### src/rtl/reaction_timer.sv
// F1-style reaction timer: waits for the start lights, times the driver's press in ms.
// Optional best-time tracking is built when REACTION_BEST_TIME_EN is defined.
module reaction_timer #(
  parameter int D_WIDTH = 8,
  parameter int C_WIDTH = 14,
  parameter int MAX_MS  = 9999
) (
  input  logic               clk,
  input  logic               rst,
  input  logic [D_WIDTH-1:0] lights,
  input  logic               tick_ms,
  input  logic               button,
  input  logic               clear,
  output logic [C_WIDTH-1:0] react_ms,
  output logic               valid,
  output logic               foul,
  output logic               timeout,
  output logic               busy,
  output logic [2:0]         state
`ifdef REACTION_BEST_TIME_EN
  ,
  output logic [C_WIDTH-1:0] best_ms
`endif
);

  // state   | meaning
  // IDLE    | waiting for all start lights on
  // ARMED   | lights on, waiting for lights out; a press here is a jump start
  // TIMING  | lights out, counting ms until the press
  // DONE    | reaction captured in react_ms
  // FOUL    | pressed before lights out
  // TIMEOUT | no press within MAX_MS
  typedef enum logic [2:0] {
    IDLE    = 3'd0,
    ARMED   = 3'd1,
    TIMING  = 3'd2,
    DONE    = 3'd3,
    FOUL    = 3'd4,
    TIMEOUT = 3'd5
  } state_t;

  localparam logic [C_WIDTH-1:0] MAX_C = C_WIDTH'(MAX_MS);

  state_t             state_q, state_d;
  logic [C_WIDTH-1:0] cnt_q, cnt_d;
  logic [C_WIDTH-1:0] react_q, react_d;
  logic               valid_q, valid_d;

  logic               btn_meta_q, btn_sync_q, btn_hist_q;
  logic [1:0]         btn_fill_q, btn_fill_d;
  logic               btn_ready_q, btn_ready_d;
  logic               press;
  logic               lights_full, lights_zero;

  // A press needs a low level seen after the synchroniser has filled with real
  // samples, so a button held through reset release never counts as a press.
  always_comb begin
    btn_fill_d  = {btn_fill_q[0], 1'b1};
    btn_ready_d = btn_ready_q | (btn_fill_q[1] & ~btn_sync_q);
    press       = btn_sync_q & ~btn_hist_q & btn_ready_q;
    lights_full = &lights;
    lights_zero = (lights == '0);
  end

  always_comb begin
    state_d = state_q;
    cnt_d   = cnt_q;
    react_d = react_q;
    valid_d = 1'b0;
    case (state_q)
      IDLE: begin
        if (!clear && lights_full) state_d = ARMED;
      end
      ARMED: begin
        if (clear) state_d = IDLE;
        else if (press) state_d = FOUL;
        else if (lights_zero) begin
          state_d = TIMING;
          cnt_d   = '0;
        end
      end
      TIMING: begin
        if (clear) state_d = IDLE;
        else if (press) begin
          react_d = cnt_q;
          valid_d = 1'b1;
          state_d = DONE;
        end else if (cnt_q == MAX_C) state_d = TIMEOUT;
        else if (tick_ms) cnt_d = cnt_q + C_WIDTH'(1);
      end
      DONE, FOUL, TIMEOUT: begin
        if (clear) state_d = IDLE;
        else if (lights_full) state_d = ARMED;
      end
      default: state_d = IDLE;
    endcase
  end

  always_ff @(posedge clk or negedge rst) begin
    if (!rst) begin
      state_q     <= IDLE;
      cnt_q       <= '0;
      react_q     <= '0;
      valid_q     <= 1'b0;
      btn_meta_q  <= 1'b0;
      btn_sync_q  <= 1'b0;
      btn_hist_q  <= 1'b0;
      btn_fill_q  <= 2'b00;
      btn_ready_q <= 1'b0;
    end else begin
      state_q     <= state_d;
      cnt_q       <= cnt_d;
      react_q     <= react_d;
      valid_q     <= valid_d;
      btn_meta_q  <= button;
      btn_sync_q  <= btn_meta_q;
      btn_hist_q  <= btn_sync_q;
      btn_fill_q  <= btn_fill_d;
      btn_ready_q <= btn_ready_d;
    end
  end

`ifdef REACTION_BEST_TIME_EN
  logic [C_WIDTH-1:0] best_q, best_d;

  always_comb begin
    best_d = best_q;
    if (valid_q && (react_q < best_q)) best_d = react_q;
  end

  always_ff @(posedge clk or negedge rst) begin
    if (!rst) best_q <= '1;
    else      best_q <= best_d;
  end

  assign best_ms = best_q;
`endif

  assign react_ms = react_q;
  assign valid    = valid_q;
  assign state    = state_q;
  assign foul     = (state_q == FOUL);
  assign timeout  = (state_q == TIMEOUT);
  assign busy     = (state_q == TIMING);

endmodule

### config.mk
export PLATFORM = sky130hd
export DESIGN_NAME = reaction_timer
export DESIGN_NICKNAME = d
export VERILOG_FILES = /design/src/rtl/reaction_timer.sv
export SDC_FILE = /design/constraint.sdc
export NUM_CORES = 1
export LEC_CHECK = 0
export CAP_MARGIN = 20
export CELL_PAD_IN_SITES_DETAIL_PLACEMENT = 1
export CELL_PAD_IN_SITES_GLOBAL_PLACEMENT = 2
export CORE_MARGIN = 2
export CORE_UTILIZATION = 30
export DETAILED_ROUTE_END_ITERATION = 16
export PLACE_DENSITY_LB_ADDON = 0.1
export SKIP_CTS_REPAIR_TIMING = 1
export SYNTH_ARGS = -nofsm -noshare
export SYNTH_HDL_FRONTEND = slang
export SYNTH_SLANG_ARGS = --single-unit
### constraint.sdc
create_clock -name clk -period 1.9 [get_ports clk]
set_input_delay 0.38 -clock clk [delete_from_list [all_inputs] [get_ports clk]]
set_output_delay 0.38 -clock clk [all_outputs]
set_load 0.05 [all_outputs]
Word-level counts from Yosys, hierarchy flattened
Index checks and enable logic that the tools add are counted.

Bits in registers: 38. Input port bits: 13. Output and inout port bits: 21. Logic and storage cells: 65.

Add/subtract/negate cells: 1. Equal/unequal tests: 17. Muxes and demuxes: 21. Bitwise gates (word level): 7. Reductions and logical operators: 10.

Operators with widths (number): 14-bit two-way mux (7); 14-bit case mux with 2 select lines (1); 3-bit two-way mux (9); 2-bit != test (second input constant) (8); 8-bit AND reduction (2); 14-bit by 1-bit adder with 14-bit output (second input constant) (1); 14-bit == test (second input constant) (1); 3-bit case mux with 4 select lines (1); 8-bit zero test (1); 3-bit by 2-bit == test with 1-bit output (second input constant) (2); 3-bit == test (second input constant) (2); 4-bit by 2-bit != test with 1-bit output (second input constant) (1); 4-bit != test (second input constant) (1); 4-bit AND reduction (1); 1-bit AND (3); 3-bit by 1-bit == test with 1-bit output (second input constant) (1); 3-bit zero test (1); 1-bit two-way mux (3); 3-bit != test (second input constant) (1); 1-bit NOT (3); 3-bit AND reduction (1); 3-bit OR reduction (1); 2-bit nonzero test (1); 1-bit logical AND (1); 2 further kinds (2).

Depth between registers and ports, before layout
Depth after elaboration: 6. Depth in mapped cells: 6. Gate-level depth less buffers: 5.

Worst setup path after synthesis
Ideal clock, no wire load.

Path type: reg2out. From: register state_q[2], in the netlist state[2]. To: output foul. Data arrival time: 2.054 ns. Required time: 1.520 ns. Setup slack: -0.534 ns. Cell stages (with the launch flop): 4. Buffers on the path: 1. Cell sequence: dfrtp_1 > buf_6 > inv_1 > nor3_1.

Longest elaborated chain between the ends: 1.

RTL lines: start, declared (line 44) `state_t state_q, state_d;`; start signal, assigned (line 111) `state_q <= state_d;`; 3-bit == test (line 142) `assign foul = (state_q == FOUL);`; end, declared (line 16) `output logic foul,`.

No other way between the ends.

Worst setup path in the final report
From: register state_q[2], in the netlist state[2]. To: register react_q[5], in the netlist react_ms[5].

Longest elaborated chain between the ends: 2.

RTL lines: 3-bit by 2-bit == test with 1-bit output (line 70) `case (state_q)`; 3-bit AND reduction (no line); end signal, assigned (line 113) `react_q <= react_d;`; end, declared (line 46) `logic [C_WIDTH-1:0] react_q, react_d;`.

No other way between the ends. A chain may end at the register's enable or synchronous reset.

==> flow_summary_export.csv <==
group,metric,value,unit
outcome,outcome,"finished, final reports clean",
timing,tns,0,ps
grt,antenna_found_initial,0,
worst_setup_path,worst_r2r_endpoint,"react_ms[5]",
clock_network,htreeDepth,2,
grt,grt-ovfl-total,0,
logic_synthesis,synth_common_cells,"38 x dfrtp_1, 14 x mux2_2, 12 x nand2_1, 11 x nand3_1",
logic_synthesis,ys.warnings.count,0,
min_path,hold_class,"input port to asynchronous set/reset pin",
floorplanning,coreArea,6310,sq um
clock_network,root_buffer,"clkbuf_8",
timing,drv_slew,0,
placed_design,hpwl,4.16,mm
grt,grt.total_usage,0.167,
worst_setup_path,crit_required,2080,ps
cells_and_area,syn_to_final_growth,39.3,%
floorplanning,fp.dieArea,7150,sq um
floorplanning,rows,29,
power_and_ir_drop,power_leakage,1.19,nW
clock_network,clk_latency,300,ps
placed_design,numPortBuffers,33,
drt,drt_iter0_drc,56,
worst_setup_path,crit_type,"flop to flop",
cells_and_area,post-route-util,0.429,
clock_network,cts.sinks,38,
power_and_ir_drop,power,0.00276,W
logic_synthesis,ys_types,51,
cells_and_area,seqCellArea,956,sq um
logic_synthesis,synth_seq_cells,38,
grt,grt_start_max_net_pins,21,
grt,grt_pass1_wl,9.46,mm
timing,post-route-period-util,0.963,
cells_and_area,multi_input_area,933,sq um
drt,vias,1722,
power_and_ir_drop,power.density,1020,nW/um^2
worst_setup_path,regToRegSetupSlack,70,ps
placed_design,gp_congestion,0.839,
timing,fmaxAchievable,547,MHz
timing,finClkSkew,10.9,ps
logic_synthesis,synth_edf_count,0,
timing,final-hold-violation-count,0,
clock_network,clk_path_buf_depth,2,
timing,slew-limit-headroom,0.646,
worst_setup_path,slowest_delay,600,ps
timing,rsz0062_at_grt,"yes",
drt,dr.pass1.iters,4,
logic_synthesis,ys.flop_type,"dfrtp_1",
drt,avgRoutedWirePerCell,17.5,um
logic_synthesis,yosysSeqAreaShare,0.489,
logic_synthesis,avgSynthCellArea,10.8,sq um
cells_and_area,nNetsFinal,257,
logic_synthesis,postSynthCellCount,180,
clock_network,cts_tree,"yes",
cells_and_area,drive_gt1_frac,0.402,
power_and_ir_drop,ir_drop,439,uV
logic_synthesis,async_flop_share,1.00,
logic_synthesis,synthesis.nets,194,
floorplanning,die_w,84.5,um
worst_setup_path,startpoint_type,"flop",
run,cap_violations,0,
drt,ant_nets,0,
cells_and_area,antenna_cells,0,
worst_setup_path,r2r_cells,4,
drt,drt-total-wl,5.62,mm
timing,worst_pin_slew,531,ps
logic_synthesis,synthMostInstantiatedCell,"dfrtp_1",
drt,via_per_inst,5.36,
timing,fin_crit,1830,ps
worst_setup_path,path_cells,"or4b_4 -> nor2_4 -> buf_12 -> mux2_2",
floorplanning,ios,34,
drt,drc,0,
worst_setup_path,crit_path_max_fanout,15,
floorplanning,die_h,84.5,um
cells_and_area,fillers,696,
clock_network,cts_buffers,5,
logic_synthesis,yosys.area.top_type,"dfrtp_1",
worst_setup_path,cpMaxStageDelayCell,"or4b_4",
logic_synthesis,yosysTopAreaCellShare,0.489,
grt,grt_pass1_vias,1890,
clock_network,clk_pin_slew,90,ps
worst_setup_path,critPathCaptureType,"flop",
worst_setup_path,r2r_start,"state[2]",
timing,finalSetupViolations,0,
logic_synthesis,synthTopCellsByArea,"dfrtp_1 49%, mux2_2 8.1%, a31oi_1 3.2%, nand3_1 2.8%, nand2_1 2.3%",
worst_setup_path,crit_arrival,2000,ps
logic_synthesis,syn_area,1950,sq um
floorplanning,initial_utilization,0.308,
worst max-delay path by stage:
stage	from	endpoint
4_1_cts	clear	cnt_q[2]
3_3_place_gp	clear	cnt_q[2]
5_1_grt	cnt_q[0]	state[0]
2_1_floorplan	state[2]	react_ms[1]
3_5_place_dp	clear	cnt_q[2]
6_report	state[2]	react_ms[5]
final cells by class:
type | count | share of cell area
clock inverters | 2 | 0.00462
flip-flops and latches | 38 | 0.353
repair buffers | 66 | 0.218
multi-input cells | 122 | 0.344
inverters | 10 | 0.0139
clock buffers | 6 | 0.0305
well taps | 77 | 0.0355
critical path: cells and delay by family (launching register included):
kind	cells	cell delay, ps
buf+inv	1	160
flops	1	470
mux	1	350
simple gates	2	730
state kept, by name, summed over array words and instances (netlist names):
name and cells:
btn_fill_q 2, btn_hist_q 1, btn_meta_q 1, btn_ready_q 1, btn_sync_q 1, cnt_q 14, react_ms 14, state 3
valid 1
where the power goes:
part	internal, W	switching [W]
Sequential	0.000930	0.000115
Combinational	0.000463	0.000658
Clock	0.000292	0.000300
layout by cell type (no fill, tap or decap), drive strengths merged, types with 2 or more instances in the layout:
master,instances
dfrtp,38
nand4,3
nand3,11
a31oi,10
clkbuf,7
mux2,14
or2,2
a22oi,2
and3,2
o22ai,2
or4b,3
o211ai,5
o311ai,4
nor2,7
o31ai,2
clkdlybuf4s50,12
or3,2
nand2,12
nor4b,2
o221ai,2
nor4,5
inv,10
nand2b,3
buf,52
a21oi,5
and4,3
o21ai,4
kinds of logic after synthesis:
kind of cell / count (synthesis) / synth area share
buffers and inverters: 20 / 0.0508
adder cells (fa/ha/maj): 1 / 0.00643
multiplexers: 14 / 0.0810
flip-flops: 38 / 0.489
AND/OR/NAND/NOR: 61 / 0.207
AO/OA/AOI/OAI: 45 / 0.164
other: 1 / 0.00193
stage by stage:
step	setup WS, ps	area (sq um)	instances	hold WS, ps
after floorplan	-117	1970	180	84.4
after global placement	-340	2570	311	332
after detailed placement	-385	2570	311	339
after CTS	-94.6	2660	319	59.5
after global routing	-14.8	2710	321	73.5
final	70.9	2710	321	51.5
layer usage:
layer	vias up	GRT usage	part of all wire
li1	810	-	-
met1	883	0.209	0.44
met2	22	0.291	0.52
met3	7	0.0324	0.025
met4	0	0.0548	0.012
met5	-	0	0
(Power assumes the default switching activity.)
